==> src/rtl/hetero_axis_pkg.sv <==
// Shared types and constants for the heterogeneous AXI-Stream path blocks.
// Used by the dispatcher/merger pair and their helpers.
package hetero_axis_pkg;

    typedef enum logic [1:0] {
        ARB,
        FWD0,
        FWD1
    } merge_state_t;

    localparam logic ARB_RR    = 1'b0;
    localparam logic ARB_PRIO  = 1'b1;

    localparam logic SRC_PATH0 = 1'b0;
    localparam logic SRC_PATH1 = 1'b1;

endpackage

==> src/rtl/axis_skid_buffer.sv <==
// Two-entry registered skid buffer for a flat AXI-Stream payload.
// in_ready depends only on occupancy, never on in_valid.
module axis_skid_buffer #(
    parameter int WIDTH = 38
) (
    input  logic             clk,
    input  logic             rst_n,
    input  logic [WIDTH-1:0] in_data,
    input  logic             in_valid,
    output logic             in_ready,
    output logic [WIDTH-1:0] out_data,
    output logic             out_valid,
    input  logic             out_ready
);

    logic [WIDTH-1:0] mem [2];
    logic             wr_ptr;
    logic             rd_ptr;
    logic [1:0]       count;
    logic             push;
    logic             pop;

    assign in_ready  = (count != 2'd2);
    assign out_valid = (count != 2'd0);
    assign out_data  = mem[rd_ptr];
    assign push      = in_valid && in_ready;
    assign pop       = out_valid && out_ready;

    always_ff @(posedge clk or negedge rst_n) begin
        if (!rst_n) begin
            for (int i = 0; i < 2; i++) begin
                mem[i] <= '0;
            end
            wr_ptr <= 1'b0;
            rd_ptr <= 1'b0;
            count  <= 2'd0;
        end else begin
            if (push) begin
                mem[wr_ptr] <= in_data;
                wr_ptr      <= ~wr_ptr;
            end
            if (pop) begin
                rd_ptr <= ~rd_ptr;
            end
            count <= count + {1'b0, push} - {1'b0, pop};
        end
    end

endmodule

==> src/rtl/packet_merger.sv <==
// Packet-atomic 2:1 AXI-Stream merger with RR / guarded-priority arbitration.
// Grants only at packet boundaries; source tag travels in tuser.
module packet_merger
    import hetero_axis_pkg::*;
#(
    parameter int DATA_WIDTH   = 32,
    parameter int STARVE_LIMIT = 4,
    parameter int CNT_WIDTH    = 16
) (
    input  logic                    clk,
    input  logic                    rst_n,
    input  logic [DATA_WIDTH-1:0]   s_axis0_tdata,
    input  logic                    s_axis0_tvalid,
    input  logic                    s_axis0_tlast,
    input  logic [DATA_WIDTH/8-1:0] s_axis0_tkeep,
    output logic                    s_axis0_tready,
    input  logic [DATA_WIDTH-1:0]   s_axis1_tdata,
    input  logic                    s_axis1_tvalid,
    input  logic                    s_axis1_tlast,
    input  logic [DATA_WIDTH/8-1:0] s_axis1_tkeep,
    output logic                    s_axis1_tready,
    output logic [DATA_WIDTH-1:0]   m_axis_tdata,
    output logic                    m_axis_tvalid,
    output logic                    m_axis_tlast,
    output logic [DATA_WIDTH/8-1:0] m_axis_tkeep,
    output logic                    m_axis_tuser,
    input  logic                    m_axis_tready,
    input  logic                    arb_mode,
    output logic [CNT_WIDTH-1:0]    pkt_cnt0,
    output logic [CNT_WIDTH-1:0]    pkt_cnt1
);

    localparam int KW = DATA_WIDTH / 8;
    localparam int SW = DATA_WIDTH + KW + 2;
    localparam logic [7:0] LIMIT = 8'(STARVE_LIMIT);

    merge_state_t   state;
    merge_state_t   state_next;
    logic           last_gnt;
    logic [7:0]     starve_cnt;
    logic           grant0;
    logic           grant1;
    logic           buf_ready;
    logic           buf_valid;
    logic [SW-1:0]  buf_in;
    logic [SW-1:0]  buf_out;
    logic           acc0;
    logic           acc1;
    logic           end0;
    logic           end1;
    logic           arb_req;

    assign s_axis0_tready = (state == FWD0) && buf_ready;
    assign s_axis1_tready = (state == FWD1) && buf_ready;
    assign acc0 = s_axis0_tready && s_axis0_tvalid;
    assign acc1 = s_axis1_tready && s_axis1_tvalid;
    assign end0 = acc0 && s_axis0_tlast;
    assign end1 = acc1 && s_axis1_tlast;
    assign arb_req = (state == ARB) && (s_axis0_tvalid || s_axis1_tvalid);

    always_comb begin
        state_next = state;
        grant0     = 1'b0;
        grant1     = 1'b0;
        unique case (state)
            ARB: begin
                if (s_axis0_tvalid || s_axis1_tvalid) begin
                    if (arb_mode == ARB_PRIO) begin
                        // path1 first unless path0 has waited out its limit
                        grant1 = s_axis1_tvalid &&
                                 !(s_axis0_tvalid && starve_cnt == LIMIT);
                        grant0 = !grant1;
                    end else if (s_axis0_tvalid && s_axis1_tvalid) begin
                        grant0 = (last_gnt == SRC_PATH1);
                        grant1 = !grant0;
                    end else begin
                        grant0 = s_axis0_tvalid;
                        grant1 = s_axis1_tvalid;
                    end
                    state_next = grant1 ? FWD1 : FWD0;
                end
            end
            FWD0: begin
                if (end0) state_next = ARB;
            end
            FWD1: begin
                if (end1) state_next = ARB;
            end
            default: state_next = ARB;
        endcase
    end

    always_ff @(posedge clk or negedge rst_n) begin
        if (!rst_n) begin
            state <= ARB;
        end else begin
            state <= state_next;
        end
    end

    always_ff @(posedge clk or negedge rst_n) begin
        if (!rst_n) begin
            last_gnt   <= SRC_PATH1;
            starve_cnt <= 8'd0;
            pkt_cnt0   <= '0;
            pkt_cnt1   <= '0;
        end else begin
            if (end0) last_gnt <= SRC_PATH0;
            if (end1) last_gnt <= SRC_PATH1;
            if (end0 && pkt_cnt0 != '1) pkt_cnt0 <= pkt_cnt0 + 1'b1;
            if (end1 && pkt_cnt1 != '1) pkt_cnt1 <= pkt_cnt1 + 1'b1;
            if (arb_req) begin
                if (grant1 && s_axis0_tvalid) begin
                    if (starve_cnt != LIMIT) starve_cnt <= starve_cnt + 8'd1;
                end else begin
                    starve_cnt <= 8'd0;
                end
            end
        end
    end

    always_comb begin
        buf_valid = 1'b0;
        buf_in    = {s_axis0_tdata, s_axis0_tkeep, s_axis0_tlast, SRC_PATH0};
        if (state == FWD0) begin
            buf_valid = s_axis0_tvalid;
        end else if (state == FWD1) begin
            buf_valid = s_axis1_tvalid;
            buf_in    = {s_axis1_tdata, s_axis1_tkeep, s_axis1_tlast, SRC_PATH1};
        end
    end

    axis_skid_buffer #(
        .WIDTH(SW)
    ) u_skid (
        .clk      (clk),
        .rst_n    (rst_n),
        .in_data  (buf_in),
        .in_valid (buf_valid),
        .in_ready (buf_ready),
        .out_data (buf_out),
        .out_valid(m_axis_tvalid),
        .out_ready(m_axis_tready)
    );

    assign {m_axis_tdata, m_axis_tkeep, m_axis_tlast, m_axis_tuser} = buf_out;

endmodule

==> config.mk <==
export PLATFORM = sky130hd
export DESIGN_NAME = packet_merger
export DESIGN_NICKNAME = d
export VERILOG_FILES = /design/src/rtl/hetero_axis_pkg.sv /design/src/rtl/axis_skid_buffer.sv /design/src/rtl/packet_merger.sv
export SDC_FILE = /design/constraint.sdc
export NUM_CORES = 1
export LEC_CHECK = 0
export ABC_AREA = 1
export CORE_UTILIZATION = 40
export DETAILED_ROUTE_END_ITERATION = 10
export GPL_TIMING_DRIVEN = 0
export PLACE_DENSITY = 0.66
export SYNTH_ARGS = -nofsm -noshare
export SYNTH_HDL_FRONTEND = slang
export SYNTH_SLANG_ARGS = --single-unit
==> constraint.sdc <==
create_clock -name clk -period 2.06 [get_ports clk]
set_clock_uncertainty 0.05 [all_clocks]
set_input_delay 0.206 -clock clk [delete_from_list [all_inputs] [get_ports clk]]
set_output_delay 0.206 -clock clk [all_outputs]
set_load 0.02 [all_outputs]
Yosys cells after proc, flatten, opt, wreduce, memory -nomap -nowiden
Index checks and enable logic that the tools add are counted. W data, S select, Z words.

Eq/ne operators: 11. Add/subtract/negate cells: 5. Muxes and demuxes: 25. Bitwise logic cells: 4. Reduce and logical (&&, ||, !) cells: 24. $lt $le $gt $ge: 3.

Operators by type and width (number): $mux W38 (6); $bwmux W76 (1); $demux W38 S1 (1); $add A16 B1 Y16 const B (2); $ne A16 B16 Y1 const B (2); $logic_and A1 B1 Y1 (16); $mux W8 (2); $mux W1 (10); $add A8 B1 Y8 const B (1); $eq A8 B3 Y1 const B (1); $mux W2 (4); $ne A8 B3 Y1 const B (1); $ne A2 B2 Y1 const B (3); $pmux W2 S3 (1); $ge A2 B2 Y1 const B (2); $ne A2 B1 Y1 const B (2); $not A1 Y2 (2); $reduce_bool A2 Y1 (2); $reduce_and A3 Y1 (1); $add A2 B1 Y2 (1); $eq A2 B1 Y1 const B (1); $eq A2 B2 Y1 const B (1); $logic_not A1 Y1 (2); $logic_not A2 Y1 (1); other kinds (5) (6).

Bits of input ports: 80. Output and inout bits: 73. Flip-flop bits (word level): 123.

Longest topological paths before layout
Word-level depth: 12. Gate-level depth with buffers: 11. Mapped depth without buffers: 10.

By module
A second synthesis with hierarchy kept.

Cell total of the unflattened synthesis: 962. Area, all modules: 6894.1 um2.

By module, submodules not included: axis_skid_buffer (area an instance 3836.2 um2, times used 1, cells each 490); packet_merger (area an instance 3057.9 um2, times used 1, cells each 472).

Worst setup path after synthesis
OpenSTA, ideal clock, no wires.

Path kind: reg2reg. Start point: register pkt_cnt0[0]. End point: register pkt_cnt0[11]. Library setup time: 117 ps. Data required time: 1893 ps. Stages on the path, launching flop included: 10. Arrival time: 1527 ps. Setup slack: 366 ps. Cells stage by stage: dfrtp_1 -> ha_1 -> nand3_2 -> nor3_2 -> nand3_1 -> nand2_2 -> inv_4 -> buf_6 -> nand2_1 -> nand2_1.

Cells in the longest elaborated chain, start to end: 2.

Ends and longest elaborated chain: start: declaration (RTL line packet_merger.sv:29) `output logic [CNT_WIDTH-1:0] pkt_cnt0,`; start signal: assignment (RTL line packet_merger.sv:110) `if (end0 && pkt_cnt0 != '1) pkt_cnt0 <= pkt_cnt0 + 1'b1;`; parallel branches: the longest is 2 deep, another holds $add A16 B1 Y16.

Parallel ways; which one is timed is not known. A chain may end at the register's enable or synchronous reset.

Worst setup path after layout
Start point: register u_skid.rd_ptr. End point: output port m_axis_tkeep[2].

Cells in the longest elaborated chain, start to end: 4.

Ends and longest elaborated chain: start: declaration (RTL line axis_skid_buffer.sv:18) `logic rd_ptr;`; start signal: assignment (RTL line axis_skid_buffer.sv:43) `rd_ptr <= ~rd_ptr;`; $not A1 Y2 (implied by the code) (RTL line axis_skid_buffer.sv:25) `assign out_data = mem[rd_ptr];`; $mux W38 (implied by the code) (3 in a row) (RTL line axis_skid_buffer.sv:25); end: declaration (RTL line packet_merger.sv:25) `output logic [DATA_WIDTH/8-1:0] m_axis_tkeep,`.

Every way passes these cells. The select of a mux whose other input is x is not followed.

==> flow_summary.json <==
{
  "ir_drop_mv": 0.672,
  "yosys-top-cells-area": "dfrtp_1, nand2_1, o21ai_0",
  "clk_latency_ps": 410,
  "numClockSinks": 123,
  "start_util": 0.412,
  "antenna_cells": 0,
  "yosys_warnings": 0,
  "report.final.slew_viol_count": 0,
  "wl_per_cell_um": 13.5,
  "overflow": 0,
  "ant_nets": 0,
  "cellLeakagePower_uw": 0.00434,
  "hold_path.class": "input pin to asynchronous set/reset pin",
  "fin_crit_sh": 0.995,
  "cts-root-buf": "clkbuf_16",
  "multi_input_area_um2": 2930,
  "rr_worst_depth": 7,
  "finish.utilization": 0.562,
  "slew-limit-headroom": 0.589,
  "ys_ff_latch": 123,
  "pin_count": 153,
  "hpwl_mm": 12.3,
  "dieHeight_um": 130,
  "clock_path_buffers": 2,
  "critical_path_peak_fanout": 10,
  "yosys.cell_count.top_type": "nand2_1",
  "r2r-end": "u_skid.mem[48]",
  "r2r_start": "state[0]",
  "first_pass_iters": 5,
  "die-area_um2": 16900,
  "grt_pass1_vias": 5679,
  "max_freq_mhz": 488,
  "antenna_found_initial": 0,
  "syn_area_um2": 6560,
  "drc_errors": 0,
  "worst_pin_slew_ps": 617,
  "syn_avg_cell_area_um2": 7.40,
  "placementRows": 46,
  "drv_cap": 0,
  "die_x_um": 130,
  "cp_data_arrival_time_ps": 1790,
  "gp_congestion": 0.836,
  "io_buffer_count": 152,
  "total_power_uw": 13100,
  "clk_pin_slew_ps": 60,
  "setup_violations": 0,
  "area_growth_pct": 36.4,
  "status": "finished clean",
  "vias": 6055,
  "htreeDepth": 4,
  "async_flop_share": 1.00,
  "track_usage": 0.211,
  "core_area_um2": 15900,
  "end_kind": "primary output",
  "cts_made_buffers": 17,
  "syn_inst": 887,
  "p_per_area_nw_per_um2": 1460,
  "yosysUniqueCellTypes": 30,
  "cp.required_ps": 1800,
  "synth_nets": 973,
  "cts_tree": "yes",
  "via_per_inst": 4.70,
  "start_kind": "register",
  "synth_seq_area_share": 0.469,
  "finalWirelength_mm": 17.4,
  "synth_top_flop_cell": "dfrtp_1",
  "drive_above_1_share": 0.107,
  "yosysTopAreaCell": "dfrtp_1",
  "rsz0062_at_grt": "yes",
  "finalHoldViolCount": 0,
  "grt_max_degree": 89,
  "fill_cells": 1519,
  "finalCriticalPeriod_ps": 2050,
  "yosys-top-cells-count": "nand2_1, dfrtp_1, inv_1, o21ai_0, nor2_1",
  "grt_pass1_wl_mm": 27.5,
  "layout.nets": 1146,
  "netlist.area_leader.share": 0.465,
  "synth-edff-count": 0,
  "crit_type": "register to primary output",
  "r2r_slack_ps": 180,
  "drtIter0Drc": 282,
  "regArea_um2": 3080
}
state kept, by name, indices dropped and copies added, names as in the netlist:
register,flops
last_gnt,1
pkt_cnt0,16
pkt_cnt1,16
starve_cnt,8
state,2
u_skid.count,2
u_skid.mem,76
u_skid.rd_ptr,1
u_skid.wr_ptr,1
cell type report:
cell class	count	share of cell area
plain buffers	35	0.0291
repair buffers	154	0.158
well taps	216	0.0302
clock buffers	18	0.0491
clock inverters	14	0.0273
multi-input cells	646	0.327
flip-flops and latches	123	0.344
inverters	83	0.0355
cells by family (layout without fill, tap and decap cells):
logic type	after synthesis	count (layout)	share of synthesized area
DFF	123	123	0.469
buffers and inverters	118	304	0.0839
adders and majority gates	6	6	0.0114
AOI/OAI and AO/OA	101	101	0.0814
and+or+nand+nor	506	506	0.310
xor gates and xnor gates	33	33	0.0440
routing by layer:
metal	vias up	GRT usage	share of wire
met5	-	0	0
met4	0	0.0746	0.018
met3	28	0.0435	0.061
met2	166	0.348	0.47
met1	2773	0.274	0.45
li1	3088	-	-
worst max-delay path, cell delays in order, from the launching register on:
cell and delay [ps]:
dfrtp_1 390, clkbuf_4 230, clkbuf_4 240, nand2_1 70, o21ai_0 80, clkdlybuf4s15_1 370
where the power goes:
group          total [µW]  switching, µW  internal [µW]
sequential           3880            522           3360
combinational        5760           3700           2060
clock                3430           1120           2300
total               13100           5350           7720
through the flow:
step | cells | cell area (µm²) | TNS (ps) | hold slack, ps | setup WS (ps)
final | 1289 | 8950 | 0 | 209 | 10.9
after global routing | 1289 | 8950 | -80.1 | 235 | -60.7
after CTS | 1289 | 9060 | 0 | 208 | 2.83
after detailed placement | 1256 | 8380 | -9050 | 75.9 | -329
after global placement | 1255 | 8350 | -534260 | 404 | -4300
after floorplan | 887 | 6560 | 0 | -140 | 366
layout by cell type (no fill, tap or decap), drive strengths merged, types with 22 or more instances in the layout:
cell / instances
dfrtp: 122
nor2: 40
nand2: 418
nand3: 26
buf: 22
o21ai: 99
xor2: 22
clkdlybuf4s50: 111
clkbuf: 63
inv: 82
how the worst max path moves through the flow:
stage | from | end | slack [ps] | cells after the start
3_5_place_dp | u_skid.rd_ptr | m_axis_tdata[1] | -330 | 5
3_3_place_gp | rst_n | pkt_cnt0[10] | -4300 | 1
6_report | u_skid.rd_ptr | m_axis_tkeep[2] | 10 | 5
5_1_grt | u_skid.rd_ptr | m_axis_tkeep[2] | -60 | 5
4_1_cts | u_skid.rd_ptr | m_axis_tkeep[0] | 3 | 5
2_1_floorplan | pkt_cnt0[0] | pkt_cnt0[11] | 370 | 9
timing repair:
item	in CTS	in global routing
buffers inserted	0	0
setup endpoints to repair	40	44
hold endpoints to repair	35	0
gates resized for setup	62	94
hold buffers	1	0
Note: power is estimated with default switching activity, not from simulation.
